`config.mk`:
```
export PLATFORM = sky130hd
export DESIGN_NAME = spm_dma_ctrl_flat
export DESIGN_NICKNAME = d
export VERILOG_FILES = /design/src/rtl/spm_dma_ctrl_if.sv /design/src/rtl/spm_dma_ctrl.sv /design/src/flat_wrapper.sv
export SDC_FILE = /design/constraint.sdc
export NUM_CORES = 1
export LEC_CHECK = 0
export CORE_ASPECT_RATIO = 0.8
export CORE_UTILIZATION = 45
export CTS_CLUSTER_DIAMETER = 120
export DETAILED_ROUTE_END_ITERATION = 10
export GPL_ROUTABILITY_DRIVEN = 0
export GPL_TIMING_DRIVEN = 0
export MAX_ROUTING_LAYER = met4
export PLACE_DENSITY = 0.81
export SETUP_SLACK_MARGIN = 0.15
export SYNTH_ARGS = -nofsm -noshare
export SYNTH_HDL_FRONTEND = slang
export SYNTH_SLANG_ARGS = --single-unit
```
`constraint.sdc`:
```
create_clock -name clk -period 7.4 [get_ports clk]
set_input_delay 0.74 -clock clk [delete_from_list [all_inputs] [get_ports clk]]
set_output_delay 0.74 -clock clk [all_outputs]
set_load 0.05 [all_outputs]
```
`src/rtl/spm_dma_ctrl_if.sv`:
```
// SPM port-B style bus: active-low address strobe, rw (1 = read, 0 = write),
// write data, and read data returned one cycle after the address.
interface spm_dma_ctrl_if #(
    parameter int ADDR_W = 12,
    parameter int DATA_W = 32
);
    logic [ADDR_W-1:0] addr;
    logic              as_;
    logic              rw;
    logic [DATA_W-1:0] wr_data;
    logic [DATA_W-1:0] rd_data;

    modport master (output addr, as_, rw, wr_data, input  rd_data);
    modport slave  (input  addr, as_, rw, wr_data, output rd_data);
endinterface

```
`src/rtl/spm_dma_ctrl.sv`:
```
// Block-copy engine stealing idle SPM port-B cycles from the MEM stage.
// Optional fill mode (constant pattern writes) is enabled by SPM_DMA_FILL_EN.
module spm_dma_ctrl #(
    parameter int ADDR_W = 12,
    parameter int DATA_W = 32,
    parameter int LEN_W  = ADDR_W + 1
) (
    input  logic              clk,
    input  logic              reset,
    input  logic              dma_start,
    input  logic [ADDR_W-1:0] dma_src,
    input  logic [ADDR_W-1:0] dma_dst,
    input  logic [LEN_W-1:0]  dma_len,
`ifdef SPM_DMA_FILL_EN
    input  logic              dma_fill,
    input  logic [DATA_W-1:0] dma_fill_data,
`endif
    output logic              dma_busy,
    output logic              dma_done,
    spm_dma_ctrl_if.slave     mem,
    spm_dma_ctrl_if.master    spm
);

    typedef enum logic [2:0] {
        ST_IDLE = 3'd0,
        ST_RD   = 3'd1,
        ST_CAP  = 3'd2,
        ST_WR   = 3'd3,
        ST_DONE = 3'd4
    } state_t;

    localparam logic             RW_READ  = 1'b1;
    localparam logic             RW_WRITE = 1'b0;
    localparam logic [LEN_W-1:0] LEN_ONE  = {{(LEN_W-1){1'b0}}, 1'b1};

    state_t            state_r;
    state_t            state_next_s;
    logic [ADDR_W-1:0] src_r;
    logic [ADDR_W-1:0] dst_r;
    logic [LEN_W-1:0]  len_r;
    logic [LEN_W-1:0]  cnt_r;
    logic [DATA_W-1:0] buf_r;
    logic              fill_mode_r;
    logic              busy_r;
    logic              done_r;
    logic              fill_start_s;
    logic [DATA_W-1:0] fill_data_s;
    logic              port_free_s;
    logic              start_s;
    logic              last_s;
    logic              dma_req_s;
    logic              dma_rw_s;
    logic [ADDR_W-1:0] dma_addr_s;
    logic [DATA_W-1:0] dma_wdata_s;

`ifdef SPM_DMA_FILL_EN
    assign fill_start_s = dma_fill;
    assign fill_data_s  = dma_fill_data;
`else
    assign fill_start_s = 1'b0;
    assign fill_data_s  = {DATA_W{1'b0}};
`endif

    // A DMA request is granted only in cycles the MEM stage leaves the port idle.
    assign port_free_s = mem.as_;
    assign start_s     = (state_r == ST_IDLE) && dma_start;
    assign last_s      = ((cnt_r + LEN_ONE) == len_r);

    // State register.
    always_ff @(posedge clk or negedge reset) begin
        if (!reset) begin
            state_r <= ST_IDLE;
        end else begin
            state_r <= state_next_s;
        end
    end

    // Next-state logic.
    always_comb begin
        state_next_s = state_r;
        case (state_r)
            ST_IDLE: begin
                if (dma_start) begin
                    if (dma_len == {LEN_W{1'b0}}) begin
                        state_next_s = ST_DONE;
                    end else if (fill_start_s) begin
                        state_next_s = ST_WR;
                    end else begin
                        state_next_s = ST_RD;
                    end
                end else begin
                    state_next_s = ST_IDLE;
                end
            end
            ST_RD: begin
                if (port_free_s) begin
                    state_next_s = ST_CAP;
                end else begin
                    state_next_s = ST_RD;
                end
            end
            ST_CAP:  state_next_s = ST_WR;
            ST_WR: begin
                if (!port_free_s) begin
                    state_next_s = ST_WR;
                end else if (last_s) begin
                    state_next_s = ST_DONE;
                end else if (fill_mode_r) begin
                    state_next_s = ST_WR;
                end else begin
                    state_next_s = ST_RD;
                end
            end
            ST_DONE: state_next_s = ST_IDLE;
            default: state_next_s = ST_IDLE;
        endcase
    end

    // Transfer parameters, word counter and word buffer.
    always_ff @(posedge clk or negedge reset) begin
        if (!reset) begin
            src_r       <= {ADDR_W{1'b0}};
            dst_r       <= {ADDR_W{1'b0}};
            len_r       <= {LEN_W{1'b0}};
            cnt_r       <= {LEN_W{1'b0}};
            buf_r       <= {DATA_W{1'b0}};
            fill_mode_r <= 1'b0;
        end else if (start_s) begin
            src_r       <= dma_src;
            dst_r       <= dma_dst;
            len_r       <= dma_len;
            cnt_r       <= {LEN_W{1'b0}};
            fill_mode_r <= fill_start_s;
            if (fill_start_s) begin
                buf_r <= fill_data_s;
            end
        end else if (state_r == ST_CAP) begin
            buf_r <= spm.rd_data;
        end else if ((state_r == ST_WR) && port_free_s) begin
            cnt_r <= cnt_r + LEN_ONE;
        end
    end

    // Status flags registered from the next state so they line up with it.
    always_ff @(posedge clk or negedge reset) begin
        if (!reset) begin
            busy_r <= 1'b0;
            done_r <= 1'b0;
        end else begin
            busy_r <= (state_next_s != ST_IDLE);
            done_r <= (state_next_s == ST_DONE);
        end
    end

    assign dma_busy = busy_r;
    assign dma_done = done_r;

    // DMA port request decoded from the state; addresses wrap modulo 2^ADDR_W.
    always_comb begin
        dma_req_s   = 1'b0;
        dma_rw_s    = RW_READ;
        dma_addr_s  = {ADDR_W{1'b0}};
        dma_wdata_s = {DATA_W{1'b0}};
        case (state_r)
            ST_RD: begin
                dma_req_s  = 1'b1;
                dma_rw_s   = RW_READ;
                dma_addr_s = src_r + cnt_r[ADDR_W-1:0];
            end
            ST_WR: begin
                dma_req_s   = 1'b1;
                dma_rw_s    = RW_WRITE;
                dma_addr_s  = dst_r + cnt_r[ADDR_W-1:0];
                dma_wdata_s = buf_r;
            end
            default: begin
                dma_req_s = 1'b0;
            end
        endcase
    end

    // Port B mux: the MEM stage always wins.
    always_comb begin
        if (!mem.as_) begin
            spm.addr    = mem.addr;
            spm.as_     = mem.as_;
            spm.rw      = mem.rw;
            spm.wr_data = mem.wr_data;
        end else begin
            spm.addr    = dma_addr_s;
            spm.as_     = ~dma_req_s;
            spm.rw      = dma_rw_s;
            spm.wr_data = dma_wdata_s;
        end
    end

    assign mem.rd_data = spm.rd_data;

endmodule

```
`src/flat_wrapper.sv`:
```
// flat-port wrapper written by rule: the top's interface ports become plain ports
module spm_dma_ctrl_flat 
#(
    parameter int ADDR_W = 12,
    parameter int DATA_W = 32,
    parameter int LEN_W  = ADDR_W + 1
)
  (clk, reset, dma_start, dma_src, dma_dst, dma_len, dma_busy, dma_done, mem_addr, mem_as_, mem_rw, mem_wr_data, mem_rd_data, spm_addr, spm_as_, spm_rw, spm_wr_data, spm_rd_data);
  spm_dma_ctrl_if #(.ADDR_W(ADDR_W), .DATA_W(DATA_W)) mem_i ();
  spm_dma_ctrl_if #(.ADDR_W(ADDR_W), .DATA_W(DATA_W)) spm_i ();
  input  logic clk;
  input  logic reset;
  input  logic dma_start;
  input  logic [ADDR_W-1:0] dma_src;
  input  logic [ADDR_W-1:0] dma_dst;
  input  logic [LEN_W-1:0] dma_len;
  output logic dma_busy;
  output logic dma_done;
  input wire logic [$bits(mem_i.addr)-1:0] mem_addr;
  input wire logic [$bits(mem_i.as_)-1:0] mem_as_;
  input wire logic [$bits(mem_i.rw)-1:0] mem_rw;
  input wire logic [$bits(mem_i.wr_data)-1:0] mem_wr_data;
  output wire logic [$bits(mem_i.rd_data)-1:0] mem_rd_data;
  output wire logic [$bits(spm_i.addr)-1:0] spm_addr;
  output wire logic [$bits(spm_i.as_)-1:0] spm_as_;
  output wire logic [$bits(spm_i.rw)-1:0] spm_rw;
  output wire logic [$bits(spm_i.wr_data)-1:0] spm_wr_data;
  input wire logic [$bits(spm_i.rd_data)-1:0] spm_rd_data;
  assign mem_i.addr = mem_addr;
  assign mem_i.as_ = mem_as_;
  assign mem_i.rw = mem_rw;
  assign mem_i.wr_data = mem_wr_data;
  assign mem_rd_data = mem_i.rd_data;
  assign spm_addr = spm_i.addr;
  assign spm_as_ = spm_i.as_;
  assign spm_rw = spm_i.rw;
  assign spm_wr_data = spm_i.wr_data;
  assign spm_i.rd_data = spm_rd_data;
  spm_dma_ctrl #(.ADDR_W(ADDR_W), .DATA_W(DATA_W), .LEN_W(LEN_W)) u_core (.clk(clk), .reset(reset), .dma_start(dma_start), .dma_src(dma_src), .dma_dst(dma_dst), .dma_len(dma_len), .dma_busy(dma_busy), .dma_done(dma_done), .mem(mem_i), .spm(spm_i));
endmodule
```
# Word-level counts from Yosys, hierarchy flattened

Cells that the tools add are included.

Reduce and logical (&&, ||, !) cells: 9
$add $sub $neg: 3
Eq/ne operators: 6
Bitwise gates (word level): 2
Multiplexer cells: 17

Operator list:

| cell                                                             | count |
|---|---|
| 32-bit 2-to-1 mux                                                | 2 |
| 13-bit 2-to-1 mux                                                | 3 |
| 12-bit adder                                                     | 2 |
| 12-bit one-hot mux with 2 select lines                           | 1 |
| 13-bit by 1-bit adder with 13-bit output (second input constant) | 1 |
| 13-bit == test                                                   | 1 |
| 13-bit logical NOT                                               | 1 |
| 12-bit 2-to-1 mux                                                | 1 |
| 3-bit 2-to-1 mux                                                 | 4 |
| 3-bit one-hot mux with 4 select lines                            | 1 |
| 3-bit by 2-bit == test with 1-bit output (second input constant) | 2 |
| 1-bit 2-to-1 mux                                                 | 4 |
| 2-bit AND reduction                                              | 2 |
| 3-bit by 1-bit == test with 1-bit output (second input constant) | 1 |
| 3-bit == test (second input constant)                            | 1 |
| 3-bit logical NOT                                                | 1 |
| 3-bit nonzero test                                               | 1 |
| 1-bit logical AND                                                | 2 |
| 2-bit 2-to-1 mux                                                 | 1 |
| 2-bit by 1-bit != test with 1-bit output (second input constant) | 1 |
| 1-bit NOT                                                        | 2 |
| 2-bit nonzero test                                               | 1 |
| 2-bit OR reduction                                               | 1 |

Logic and storage cells: 45
Output and inout bits: 80
Register bits: 87
Input bits: 118

# Longest topological paths before layout

Depth in word-level cells: 6
Mapped depth: 12
Gate-level depth less buffers: 11

# Worst setup path after synthesis

Ideal clock, no wire load.

Path kind: flip-flop to output port
Start point: register u_core.state_r[0]
End point: output spm_addr[11]
Setup slack: 2963 ps
Cell stages (with the launch flop): 12
Data required time: 6660 ps
Arrival: 3697 ps
Buffers on the path: 2
Cells stage by stage: dfrtp_1 nor2b_1 clkbuf_1 nand2_1 clkbuf_1 mux2_2 ha_1 o311a_1 a311oi_1 a21oi_1 xnor2_1 o22ai_1

Word-level cells in the longest chain between the ends: 3
Elaborated cells on any way between the ends: 4
Those cells by class: eq/ne (2); mux (2)

Ends and longest elaborated chain:

| element                                                                                                     | line                | source |
|---|---|---|
| from (decl)                                                                                                 | spm_dma_ctrl.sv:36  | `state_t state_r;` |
| from (signal assigned)                                                                                      | spm_dma_ctrl.sv:74  | `state_r <= state_next_s;` |
| 3-bit by 2-bit == test with 1-bit output / 3-bit by 1-bit == test with 1-bit output (equally long branches) | spm_dma_ctrl.sv:164 | `case (state_r)` |
| 12-bit one-hot mux with 2 select lines *                                                                    | spm_dma_ctrl.sv:164 |  |
| 12-bit 2-to-1 mux *                                                                                         | spm_dma_ctrl.sv:184 | `if (!mem.as_) begin` |
| to (decl)                                                                                                   | flat_wrapper.sv:24  | `output wire logic [$bits(spm_i.addr)-1:0] spm_addr;` |

Every way passes the cells marked *; elsewhere a longest branch is shown, timed or not.

# Final worst setup path

Start point: register u_core.state_r[0]
End point: output spm_addr[10]

The elaborated chain is that of the path after synthesis.

==> impl_metrics.csv <==
group,metric,value,unit
worst_hold_path,hold_path_class,"in -> async",
timing,rsz0062_at_grt,"false",
clock_tree,clk_latency,350,ps
synth,synthXorXnorAreaFrac,0.0550,
critical_path,start_kind,"register",
power,power_leakage,3.54,nW
timing,hold_violations,0,
cells_and_area,nets,956,
synth,synth_simple_gate_area_frac,0.190,
power,vdd.ir_drop.worst,0.181,mV
synth,synth.top_cells.by_area,"dfrtp_1, nand2_1, mux2_2, o22ai_1, buf_4",
synth,async_reset_ff_frac,1.00,
routing,vias,5264,
floorplanning,fp.coreArea,0.0115,sq mm
clock_tree,cts_hold_buffers,0,
timing,setup_tns,0,ps
routing,drt-wirelength-per-cell,17.2,microns
synth,synth_top_area_frac,0.409,
synth,netlist_instances,617,
clock_tree,cts_resized,0,
power,p_per_area,340,mW/mm^2
synth,yosys.area_share.adder,0.0320,
global_route,antenna_found_initial,0,
synth,yosysSeqAreaShare,0.409,
clock_tree,cts_root_buffer,"clkbuf_16",
floorplanning,num_rows,35,
power,p_switching,1.11,mW
critical_path,crit_path_max_fanout,10,
routing,wl,16.8,mm
cells_and_area,utilization,0.678,
cells_and_area,synthToLayoutAreaGrowth,46.7,%
clock_tree,cts_tree,"built",
global_route,grt_pass1_wl,26.0,mm
synth,yosysMostFrequentCell,"nand2_1",
routing,drt_iter0_drc,377,
routing,routed_via_density,5.39,
floorplanning,dieArea,0.0123,sq mm
synth,synth_area_leader_cell,"dfrtp_1",
synth,synth_area,0.00533,sq mm
floorplanning,die_x,124,microns
clock_tree,postCtsSetupBuffers,0,
timing,setup_viol,0,
place,port_buffers,196,
place,dp_hpwl,12.9,mm
timing,worst_slew_pin_slew,660,ps
synth,synth_edf_count,0,
power,swShare,0.417,
global_route,grt_pass1_vias,5200,
timing,finClkSkew,8.26,ps
clock_tree,clk_pin_slew,60,ps
synth,syn_nets,748,
job,cap_viol_max_count,0,
place,place_ws,2100,ps
cells_and_area,fillers,883,
synth,synth_compound_area_frac,0.120,
power,pwr-share-clk,0.185,
routing,ant_nets,0,
power,seqPwrFrac,0.305,
power,power_frac_comb,0.510,
clock_tree,clock_path_buffers,2,
global_route,grt_usage,0.288,
synth,synth_flop_cell,"dfrtp_1",
clock_tree,cts_buffers,9,
critical_path,crit_arrival,4980,ps
timing,final.setup.worst_slack,1680,ps
cells_and_area,drive_gt1_frac,0.123,
routing,drc,0,
power,p_int,1.54,mW
timing,post-route-period-util,0.773,
timing,final.min_clock_period,5720,ps
synth,synth_top_family_by_area,"simple AND/OR/NAND/NOR gates",
critical_path,critPathKind,"reg -> out",
clock_tree,clock-sinks,87,
synth,synth.area.mux_share,0.0928,
critical_path,cp.required,6660,ps
floorplanning,die_y,99.3,microns
timing,drv_slew,0,
global_route,grt_start_max_net_pins,60,
synth,synth_cell_types,55,
global_route,grt_overflow_total,0,
timing,fmax,175,MHz
critical_path,rr_worst_depth,8,
status,status,"finished clean",
synth,ys_ff_latch,87,
floorplanning,start_util,0.462,
synth,ys_top_cells_by_count,"nand2_1, dfrtp_1, inv_1",
synth,synth_area_per_cell,8.63,sq um
timing,slew_headroom,0.557,
critical_path,crit_path_end_kind,"output pin",
routing,drtPass1Iterations,5,
synth,yosysWarnings,0,
cells_and_area,diodes,0,
floorplanning,io_pins,198,
clock_tree,h-tree-depth,3,
## final cells by class
cell class                      count  area, sq um  area share
Clock buffer                       11          243      0.0311
Tap cell                          148          185      0.0237
Timing Repair Buffer              197         1990       0.254
Sequential cell                    87         2180       0.279
Multi-Input combinational cell    419         2610       0.334
Clock inverter                      4         70.1     0.00897
Buffer                             65          367      0.0469
Inverter                           46          173      0.0221
## per-stage QoR
stage,cell area [sq um],power (mW),instances,hold WS (ps)
after floorplan,5330,1.72,617,440
after global placement,7470,2.09,961,452
after detailed placement,7500,2.15,962,458
after CTS,7810,2.65,977,324
after global routing,7810,2.80,977,343
final,7810,2.65,977,326
## cells in the final DEF, fill, tap and decap left out, drive strengths merged, types with 2 or more instances in the layout
master         instances
nor2                  17
clkinv                 2
nor2b                  3
and4                   2
nand3                 15
bufinv                 2
xor2                  12
nor3                   6
a211oi                 2
and2                   5
or3                    3
nand4                  6
and3                   4
inv                   46
o31ai                  4
dfrtp                 87
a21oi                 14
mux2                  43
buf                   37
ha                    12
nand4b                 2
clkdlybuf4s50        195
o21ai                 24
nor4                   3
nand2                161
xnor2                 16
o22ai                 41
clkbuf                41
## cells by family after synthesis
| logic type | Yosys count |
|---|---|
| XOR/XNOR | 30 |
| AND/OR/NAND/NOR | 232 |
| multiplexers | 44 |
| flip-flops | 87 |
| adder cells (fa/ha/maj) | 13 |
| AO/OA/AOI/OAI | 100 |
| buffers and inverters | 111 |
## worst paths after layout
| kind | endpoint | slack (ps) | from |
|---|---|---|---|
| worst max-delay path | spm_addr[10] | 1680 | u_core.state_r[0] |
| worst min-delay path | u_core.buf_r[2] | 330 | reset |
| worst max register to register | u_core.dma_done | 4770 | u_core.cnt_r[0] |
| worst min register to register | u_core.dst_r[5] | 480 | u_core.dst_r[5] |
| max in group asynchronous | u_core.dma_done | 6440 | reset |
| min in group clk | u_core.dst_r[5] | 480 | u_core.dst_r[5] |
## critical path, cell delays in order (launching register included)
cell and delay [ps]:
dfrtp_1 450, nor2b_1 160, clkbuf_1 220, nand2_1 460, clkbuf_1 570, mux2_2 420
ha_1 340, nand2_1 90, a2bb2oi_1 280, a21oi_1 150, a211oi_1 360, xor2_1 140
o22ai_1 160, clkdlybuf4s50_1 830
## flip-flops by register name, summed over array words and instances, names as in the netlist
| name | count |
|---|---|
| u_core.buf_r | 32 |
| u_core.cnt_r | 13 |
| u_core.len_r | 13 |
| u_core.dst_r | 12 |
| u_core.src_r | 12 |
| u_core.state_r | 3 |
| u_core.dma_busy | 1 |
| u_core.dma_done | 1 |
## per-layer routing
metal | wire [microns] | track usage | vias to the layer above
met2 | 8120 | 0.447 | 244
met4 | 465 | 0.110 | 0
met1 | 7100 | 0.365 | 2519
met5 | 0 | - | -
met3 | 1130 | 0.0648 | 36
li1 | - | - | 2465
## power groups by stage
stage	clock network [mW]	registers [mW]	logic, mW
after CTS	0.497	0.804	1.35
after global placement	0	0.798	1.30
final	0.490	0.808	1.35
after global routing	0.516	0.830	1.45
after detailed placement	0	0.809	1.34
after floorplan	0	0.770	0.950
Note: power is estimated with default switching activity, not from simulation.
